===== src/rtl/xcvr_init_sequencer.sv =====
// Bring-up sequencer for one transceiver lane: qualifies PLL lock, steps the
// PMA/PCS resets, waits for CDR lock with bounded retries, and re-runs on lock loss.
module xcvr_init_sequencer #(
  parameter int PLL_LOCK_FILTER = 256,
  parameter int PMA_RST_CYCLES  = 64,
  parameter int CDR_TIMEOUT     = 100000,
  parameter int PCS_RST_CYCLES  = 32,
  parameter int MAX_RETRIES     = 7,
  parameter int CNT_W           = 20
) (
  input  logic       CLK,
  input  logic       RST,
  input  logic       START,
  input  logic       PLL_LOCK,
  input  logic       CDR_LOCK,
  output logic       PMA_RST,
  output logic       PCS_RST,
  output logic       READY,
  output logic       FAIL,
  output logic [3:0] RETRY_CNT,
  output logic [2:0] STATE
);

  typedef enum logic [2:0] {
    S_IDLE     = 3'd0,
    S_WAIT_PLL = 3'd1,
    S_PMA_RST  = 3'd2,
    S_WAIT_CDR = 3'd3,
    S_PCS_RST  = 3'd4,
    S_READY    = 3'd5,
    S_FAIL     = 3'd6
  } state_t;

  state_t           state, next_state;
  logic [CNT_W-1:0] cnt, next_cnt;
  logic [3:0]       retry, next_retry;
  logic             pll_meta, pll_s, cdr_meta, cdr_s;

  // Two-flop synchronizers for the asynchronous lock indications.
  always_ff @(posedge CLK) begin
    if (RST) begin
      pll_meta <= 1'b0;
      pll_s    <= 1'b0;
      cdr_meta <= 1'b0;
      cdr_s    <= 1'b0;
    end else begin
      pll_meta <= PLL_LOCK;
      pll_s    <= pll_meta;
      cdr_meta <= CDR_LOCK;
      cdr_s    <= cdr_meta;
    end
  end

  // The counter defaults to zero, so any state change reloads it; it only
  // advances while the FSM stays in a timed state (or WAIT_PLL filtering).
  always_comb begin
    next_state = state;
    next_cnt   = '0;
    next_retry = retry;
    case (state)
      S_IDLE: begin
        if (START) next_state = S_WAIT_PLL;
      end
      S_WAIT_PLL: begin
        if (pll_s) begin
          if (cnt == CNT_W'(PLL_LOCK_FILTER - 1)) next_state = S_PMA_RST;
          else next_cnt = cnt + CNT_W'(1);
        end
      end
      S_PMA_RST: begin
        if (!pll_s) next_state = S_WAIT_PLL;
        else if (cnt == CNT_W'(PMA_RST_CYCLES - 1)) next_state = S_WAIT_CDR;
        else next_cnt = cnt + CNT_W'(1);
      end
      S_WAIT_CDR: begin
        if (!pll_s) next_state = S_WAIT_PLL;
        else if (cdr_s) next_state = S_PCS_RST;
        else if (cnt == CNT_W'(CDR_TIMEOUT - 1)) begin
          if (32'(retry) < MAX_RETRIES) begin
            next_state = S_PMA_RST;
            if (retry != 4'hF) next_retry = retry + 4'd1;
          end else begin
            next_state = S_FAIL;
          end
        end else next_cnt = cnt + CNT_W'(1);
      end
      S_PCS_RST: begin
        if (!pll_s) next_state = S_WAIT_PLL;
        else if (!cdr_s) next_state = S_WAIT_CDR;
        else if (cnt == CNT_W'(PCS_RST_CYCLES - 1)) next_state = S_READY;
        else next_cnt = cnt + CNT_W'(1);
      end
      S_READY: begin
        if (!pll_s) begin
          next_state = S_WAIT_PLL;
          next_retry = 4'd0;
        end else if (!cdr_s) begin
          next_state = S_PMA_RST;
          next_retry = 4'd0;
        end
      end
      S_FAIL: next_state = S_FAIL;
      default: next_state = S_IDLE;
    endcase
    if (!START) begin
      next_state = S_IDLE;
      next_cnt   = '0;
      next_retry = 4'd0;
    end
  end

  // Outputs are decoded from next_state so they move on the same edge as STATE.
  always_ff @(posedge CLK) begin
    if (RST) begin
      state   <= S_IDLE;
      cnt     <= '0;
      retry   <= 4'd0;
      PMA_RST <= 1'b1;
      PCS_RST <= 1'b1;
      READY   <= 1'b0;
      FAIL    <= 1'b0;
    end else begin
      state   <= next_state;
      cnt     <= next_cnt;
      retry   <= next_retry;
      PMA_RST <= (next_state == S_IDLE) || (next_state == S_WAIT_PLL) ||
                 (next_state == S_PMA_RST);
      PCS_RST <= (next_state != S_READY);
      READY   <= (next_state == S_READY);
      FAIL    <= (next_state == S_FAIL);
    end
  end

  assign STATE     = state;
  assign RETRY_CNT = retry;

endmodule


===== config.mk =====
export PLATFORM = sky130hd
export DESIGN_NAME = xcvr_init_sequencer
export DESIGN_NICKNAME = d
export VERILOG_FILES = /design/src/rtl/xcvr_init_sequencer.sv
export SDC_FILE = /design/constraint.sdc
export NUM_CORES = 1
export LEC_CHECK = 0
export CAP_MARGIN = 20
export CORE_MARGIN = 8
export CORE_UTILIZATION = 40
export CTS_CLUSTER_SIZE = 28
export DETAILED_ROUTE_END_ITERATION = 16
export HOLD_SLACK_MARGIN = 0.1
export MAX_ROUTING_LAYER = met4
export PLACE_DENSITY = 0.69
export SETUP_SLACK_MARGIN = 0.15
export SLEW_MARGIN = 20
export SYNTH_ARGS = -nofsm -noshare
export SYNTH_HDL_FRONTEND = slang
export SYNTH_SLANG_ARGS = --single-unit
export TNS_END_PERCENT = 5

===== constraint.sdc =====
create_clock -name CLK -period 4.4 [get_ports CLK]
set_input_delay 1.32 -clock CLK [delete_from_list [all_inputs] [get_ports CLK]]
set_output_delay 1.32 -clock CLK [all_outputs]
set_load 0.02 [all_outputs]

# Yosys cells after proc, flatten, opt, wreduce, memory -nomap -nowiden
# Index checks and enable logic that the tools add are counted.
# W data, S select, Z words.
word_totals:
  regBits: 35
  out_inout_bits: 11
  wordCells: 78
op_classes:
  addsub: 2
  n_lt_le_gt_ge: 1
  n_eq_ne: 22
  muxes: 34
  bitwise: 1
  n_reduce_logical: 7
ops:
  columns: ["operator", "count"]
  rows:
  - ["$mux W20", 10]
  - ["$pmux W20 S4", 1]
  - ["$mux W3", 14]
  - ["$mux W4", 7]
  - ["$pmux W3 S7", 1]
  - ["$add A20 B1 Y20 const B", 1]
  - ["$eq A20 B17 Y1 const B", 1]
  - ["$eq A20 B5 Y1 const B", 1]
  - ["$eq A20 B6 Y1 const B", 1]
  - ["$eq A20 B8 Y1 const B", 1]
  - ["$eq A3 B3 Y1 const B", 5]
  - ["$ne A2 B2 Y1 const B", 5]
  - ["$eq A3 B2 Y1 const B", 3]
  - ["$pmux W4 S2", 1]
  - ["$reduce_and A7 Y1", 1]
  - ["$eq A3 B1 Y1 const B", 2]
  - ["$logic_not A3 Y1", 2]
  - ["$ne A3 B3 Y1 const B", 2]
  - ["$add A4 B1 Y4 const B", 1]
  - ["$lt A4 B3 Y1 const B", 1]
  - ["$ne A4 B4 Y1 const B", 1]
  - ["$logic_or A1 B1 Y1", 2]
  - ["$reduce_bool A2 Y1", 1]
  - ["$reduce_or A2 Y1", 1]
  - ["$not A1 Y1", 1]

# Depth between registers and ports, before layout
logic_depth:
  depth_word: 10
  depth_mapped: 8
  mapped_depth_nobuf: 7

# Worst setup path after synthesis
# OpenSTA, ideal clock, no wires.
synth_path:
  kind: "in2reg"
  from: "in RST"
  to: "reg FAIL"
  setup_time_ns: 0.059
  t_arrival_ns: 2.059
  required_time_ns: 4.341
  path_slack_ns: 2.282
  path_stages: 4
  path_buffers: 0
  path_cell_list: "nand2b_1 a31o_2 a31oi_4 and2_1"
synth_rtl:
  columns: ["element", "line", "rtl"]
  rows:
  - ["start: declaration", "12", "input logic RST,"]
  - ["end signal: assignment", "130", "FAIL <= (next_state == S_FAIL);"]
  - ["end: declaration", "19", "output logic FAIL,"]

# Worst setup path after layout
layout_path:
  from: "reg state[0] (netlist: STATE[0])"
  to: "out STATE[0]"
layout_rtl:
  columns: ["element", "line", "rtl"]
  rows:
  - ["start: declaration", "34", "state_t state, next_state;"]
  - ["start signal: assignment", "123", "state <= next_state;"]
  - ["end: declaration", "21", "output logic [2:0] STATE"]
# No word-level cell between the ends.

==> metrics.txt <==
status complete, no violations; routed via count ~1,400; Setup TNS 0 ps; Hold Path Class reg -> reg; Final Setup Violations 0; synthesized flop and latch total 35; Setup CP Type reg -> out; Max-Slew Margin vs Limit 59.0%; DIE AREA ~0.0066 mm^2; highest clock rate between 300 and 400 MHz; Yosys cell types 39; unrepaired setup endpoints after global routing false; htree depth 2; Worst Hold Launch pll_meta; fin area approximately 0.0020 mm^2; Slew Limit Fails 0; CP Cell Sequence clkdlybuf4s50_1; CP peak stage delay about 680 ps; Arr. time, crit path ~1500 ps; core area 0.00403 mm^2; Vias per Instance 5.40; most frequent cell after synthesis dfxtp_1; Residual DRC 0; Final Critical Period 2860 ps; crit start category flip-flop; HPWL Detailed roughly 2400 um; pwr/cell area 316 mW/mm^2; Routability Congestion 0.858; CP max-delay cell clkdlybuf4s50_1; first-pass GRT wire length between 5000 and 6000 um; initial core utilization 42.1%; Layout Nets 220; Post-synth top cells dfxtp_1, nor2_1, nand2_1; Period Utilization, post-route around two thirds; vias in the first global route 1,293; Synth area leaders dfxtp_1, nor2_1, xor2_1; Syn Inst Count between 150 and 200; leak pwr between 0.6 and 0.7 nW; port bufs 15; later-pin clock latency in the skew report 290 ps; R2R depth 7; gr ovfl total 0; synthesized area per cell 8.57 um^2; Die X 81.1 um; hold-fix buffers at CTS 0; Hold Crit Endpoint pll_s; Clock Pin Slew Worst Setup and Hold Paths about 70 ps; Clock Skew between 6 and 7 ps; share of post-route cells with drive strength above 1 between 7 and 8%; cts bufs inserted 5; Rows 23; CP Max Fanout 13; Clock Path Buffers 2; Post-synth EDFFs 0; fillers about 400; routed length per placed instance roughly 13 um; TritonCTS clock tree done; initial antenna violation count 0; Netlist Area Pre-Place approximately 0.0017 mm^2; largest net degree at the start of global routing 21; area delta synth->final 17.6%; n_diodes 0; drt pass-1 iters 4; Initial DRC Count 81; # Post-CTS Setup Buffers 0; Total Routed Length approximately 3300 um; cell taking the most area after synthesis dfxtp_1; total power approximately 630 uW; R2R Path End cnt[13]; DP Area about 0.0019 mm^2; CP required between 3000 and 4000 ps; Main synth FF type dfxtp_1; antenna viol nets, final 0; Async SR Flop Fraction 0%; CP delay by family, top buffers and inverters; worst-margin pin slew between 600 and 700 ps; worst IR drop on VDD around 0.00016 V; Max-Cap Viols 0; Resized cells post-CTS 0; Total GRT Usage between 10% and 20%; critical path depth 1; Clock Tree Root clkbuf_8; reg2reg setup slack approximately 1900 ps; net count after synthesis slightly above 200; Seq/Total Area, Yosys 41.3%; Hold Path Depth 1; synth warn 0; Synth top area share about 41%; CP bufs+invs 1; # IOs 16; Die Y 81.1 um; startpoint of the worst-slack reg-to-reg timing path cnt[0]; Critical Path Sink Type output pin; clk sink count 35; final hold violations 0
-- report_power, final --
| part | leakage [nW] | switching, mW | internal, mW |
|---|---|---|---|
| clock | 0.0612 | 0.110 | 0.183 |
| sequential | 0.283 | 0.00359 | 0.319 |
| combinational | 0.300 | 0.00758 | 0.00855 |
-- registers in the layout (all words and copies together), names as in the netlist --
signal,count
PMA_RST,1
FAIL,1
PCS_RST,1
RETRY_CNT,4
cdr_meta,1
READY,1
cnt,20
cdr_s,1
pll_meta,1
pll_s,1
STATE,3
-- kinds of logic after synthesis --
| group | Yosys count | synth area share, % |
|---|---|---|
| simple gates | 98 | 31.3 |
| flops | 35 | 41.3 |
| fa+ha+maj | 2 | 1.47 |
| compound gates | 34 | 13.9 |
| xor+xnor | 18 | 9.29 |
| buf+inv | 11 | 2.73 |
-- routing by layer --
layer / wire [um] / vias up / track usage [%]
met5: 0 / - / -
met1: 1580 / 650 / 13.3
li1: - / 732 / -
met4: 54 / 0 / 4.82
met2: 1470 / 35 / 16.7
met3: 216 / 8 / 3.86
-- placed cells by master, fill, tap and decap left out, drive strengths merged --
cell and instances:
inv 4, nor3 2, nor2b 12, xnor2 7
a41oi 3, or3 3, a31oi 5, o211ai 3
nor2 33, clkdlybuf4s50 15, dfxtp 35, a21oi 10
clkbuf 6, a2111oi 1, nand3 10, bufinv 1
and4 2, clkinv 1, o21ai 6, a211o 2
and3 4, nand2 14, o311ai 1, a311oi 1
xor2 11, nand2b 3, nand4b 1, o21bai 1
nor4 3, ha 2, or4 2, nand3b 1
a31o 1, nand4 6, and2 2
-- how the worst max path moves through the flow --
stage                  start       end  slack [ps]
floorplan                RST      FAIL        2280
global placement         RST   cnt[16]        1490
detailed placement       RST   cnt[13]        1450
CTS                 STATE[0]  STATE[0]        1520
global route        STATE[0]  STATE[0]        1460
finish              STATE[0]  STATE[0]        1540
-- cell type report --
| class | count | area [um^2] | area share (%) |
|---|---|---|---|
| Clock buffer | 6 | 82.6 | 4.14 |
| Inverter | 4 | 15.0 | 0.752 |
| Timing Repair Buffer | 15 | 150 | 7.52 |
| Sequential cell | 35 | 701 | 35.1 |
| Multi-Input combinational cell | 152 | 950 | 47.6 |
| Tap cell | 50 | 62.6 | 3.13 |
| Clock inverter | 2 | 35.0 | 1.76 |
-- through the flow --
stage	instances	worst slack [ps]	hold slack [ps]	utilization, %
detailed placement	256	1450	434	46.6
floorplan	198	2280	414	-
finish	264	1540	442	49.5
global route	264	1460	467	49.5
global placement	256	1490	438	46.6
CTS	264	1520	449	49.5
Note: power is estimated with default switching activity, not from simulation.
==> variant (config.mk and constraints unchanged) <==
Set the parameter `CNT_W` to 18 (it was 20).
--- a/src/rtl/xcvr_init_sequencer.sv
+++ b/src/rtl/xcvr_init_sequencer.sv
@@ -6,7 +6,7 @@
   parameter int CDR_TIMEOUT     = 100000,
   parameter int PCS_RST_CYCLES  = 32,
   parameter int MAX_RETRIES     = 7,
-  parameter int CNT_W           = 20
+  parameter int CNT_W           = 18
 ) (
   input  logic       CLK,
   input  logic       RST,
Check against the original RTL: same outputs for any inputs over 10 cycles, from zero or initial values and one cycle with RST high; that may be too few to reach the edited logic, so the function may still have changed.
==> variant against the original RTL <==
- design area rose by 2.8%
- sequential cell count shrank 2
- sequential share of layout area shrank 2.9 points
- power is 12% lower
- setup slack got worse by 67 ps
- via count rose by 2.5%
- highest routed layer unchanged
- first-iteration DRC count shrank 12%
- register-to-register slack worse by 150 ps
- synthesized area up 8.8%
- routed wire length up 12%
- largest cell class unchanged
- cell count shrank 0.76%
- count of clock-buffer cells in the layout is 1 higher
- fmax down 2.3%
==> variant: results (changes against the original RTL) <==
| Metric | Value |
|---|---|
| Status | `finished, final reports clean` |
| First DRT Iteration DRCs | `71 (-12%)` |
| Fill cell count | `425 (+8.1%)` |
| Post-Syn Nets | `208 (+1.5%)` |
| Slew @ Worst Pin | `1003 ps (+387.3 ps)` |
| R2R setup slack | `1760 ps (-150 ps)` |
| Crit path launch | `STATE[2]` |
| P_leak | `0.6154 nW (-4.4%)` |
| Delay of the slowest cell on the worst path | `700 ps (+20 ps)` |
| Share of cells above drive strength 1 | `11.43% (+3.5 points)` |
| End of the critical path | `STATE[2]` |
| Max FFs per register | `18 (-10%)` |
| Placed insts | `255 (-0.39%)` |
| Maximum vdd drop | `0.1783 mV (+13%)` |
| Reg power frac | `55.0% (+3.9 points)` |
| Final net count | `217 (-1.4%)` |
| WL per Instance | `14.15 um (+13%)` |
| Clock Power | `0.000231 W (-21%)` |
| Synth Area in Adders | `1.356% (-0.12 points)` |
| XOR/XNOR Fraction of Synth Area | `9.017% (-0.28 points)` |
| Post-Route WL | `3708 um (+12%)` |
| Crit path DAT | `1600 ps (+60 ps)` |
| Top cells by area, synth | `dfxtp_1, a211oi_2, xnor2_1, nand3_1, a211oi_1` |
| First-pass GRT wire length | `6410 um (+11%)` |
| Mapped Cells | `201 (+1.5%)` |
| Clock Skew | `6.663 ps (+0.2145 ps)` |
| Layout Utilization | `46.46% (-3.1 points)` |
| Int Power | `0.0004333 W (-15%)` |
| Dpl ws | `1435 ps (-15.71 ps)` |
| HPWL after DPL | `2534 um (+4.5%)` |
| Min Tclk post-route | `2922 ps (+66.53 ps)` |
| Worst R2R End | `cnt[2]` |
| Synth Area in Compound Gates | `20.07% (+6.2 points)` |
| Most flops, register | `cnt` |
| Vias in the first global route | `1417 (+9.6%)` |
| Initial antenna violation count | `0 (unchanged)` |
| Routability congestion estimate | `0.7920 (-7.7%)` |
| Reg2reg path depth | `6 (-1)` |
| Total track usage | `11.10% (-0.072 points)` |
==> variant: cell count changes in the layout (fill, tap and decap cells not counted), sizes merged, moves of 3 or more <==
cell,change
nor2b,-5
nor3,+3
a211oi,+18
xor2,-4
xnor2,+5
nand3,+4
o21ai,-4
a41oi,-3
a31oi,-3
o211ai,-3
nor2,-19
a21oi,-5
==> variant: cell type report <==
class	instances	share of cell area, %
clock buffer	7	4.210
inverter	5	0.9152
multi-input combinational	149	51.80
sequential	33	32.21
tap	52	3.173
timing repair buffer	16	7.688
==> variant: metrics by stage <==
stage / power, W / hold slack (ps)
detailed placement: 0.0003301 / 426.6
floorplan: 0.0003239 / 413.8
finish: 0.0005545 / 438.1
global placement: 0.0003301 / 421.5
CTS: 0.0005608 / 442.7
global route: 0.0005745 / 468.0
==> variant: per-layer routing <==
metal | track usage [%] | routed length (um)
met4 | 5.808 | 68
met2 | 16.07 | 1614
met5 | - | 0
met1 | 13.29 | 1808
met3 | 3.711 | 216
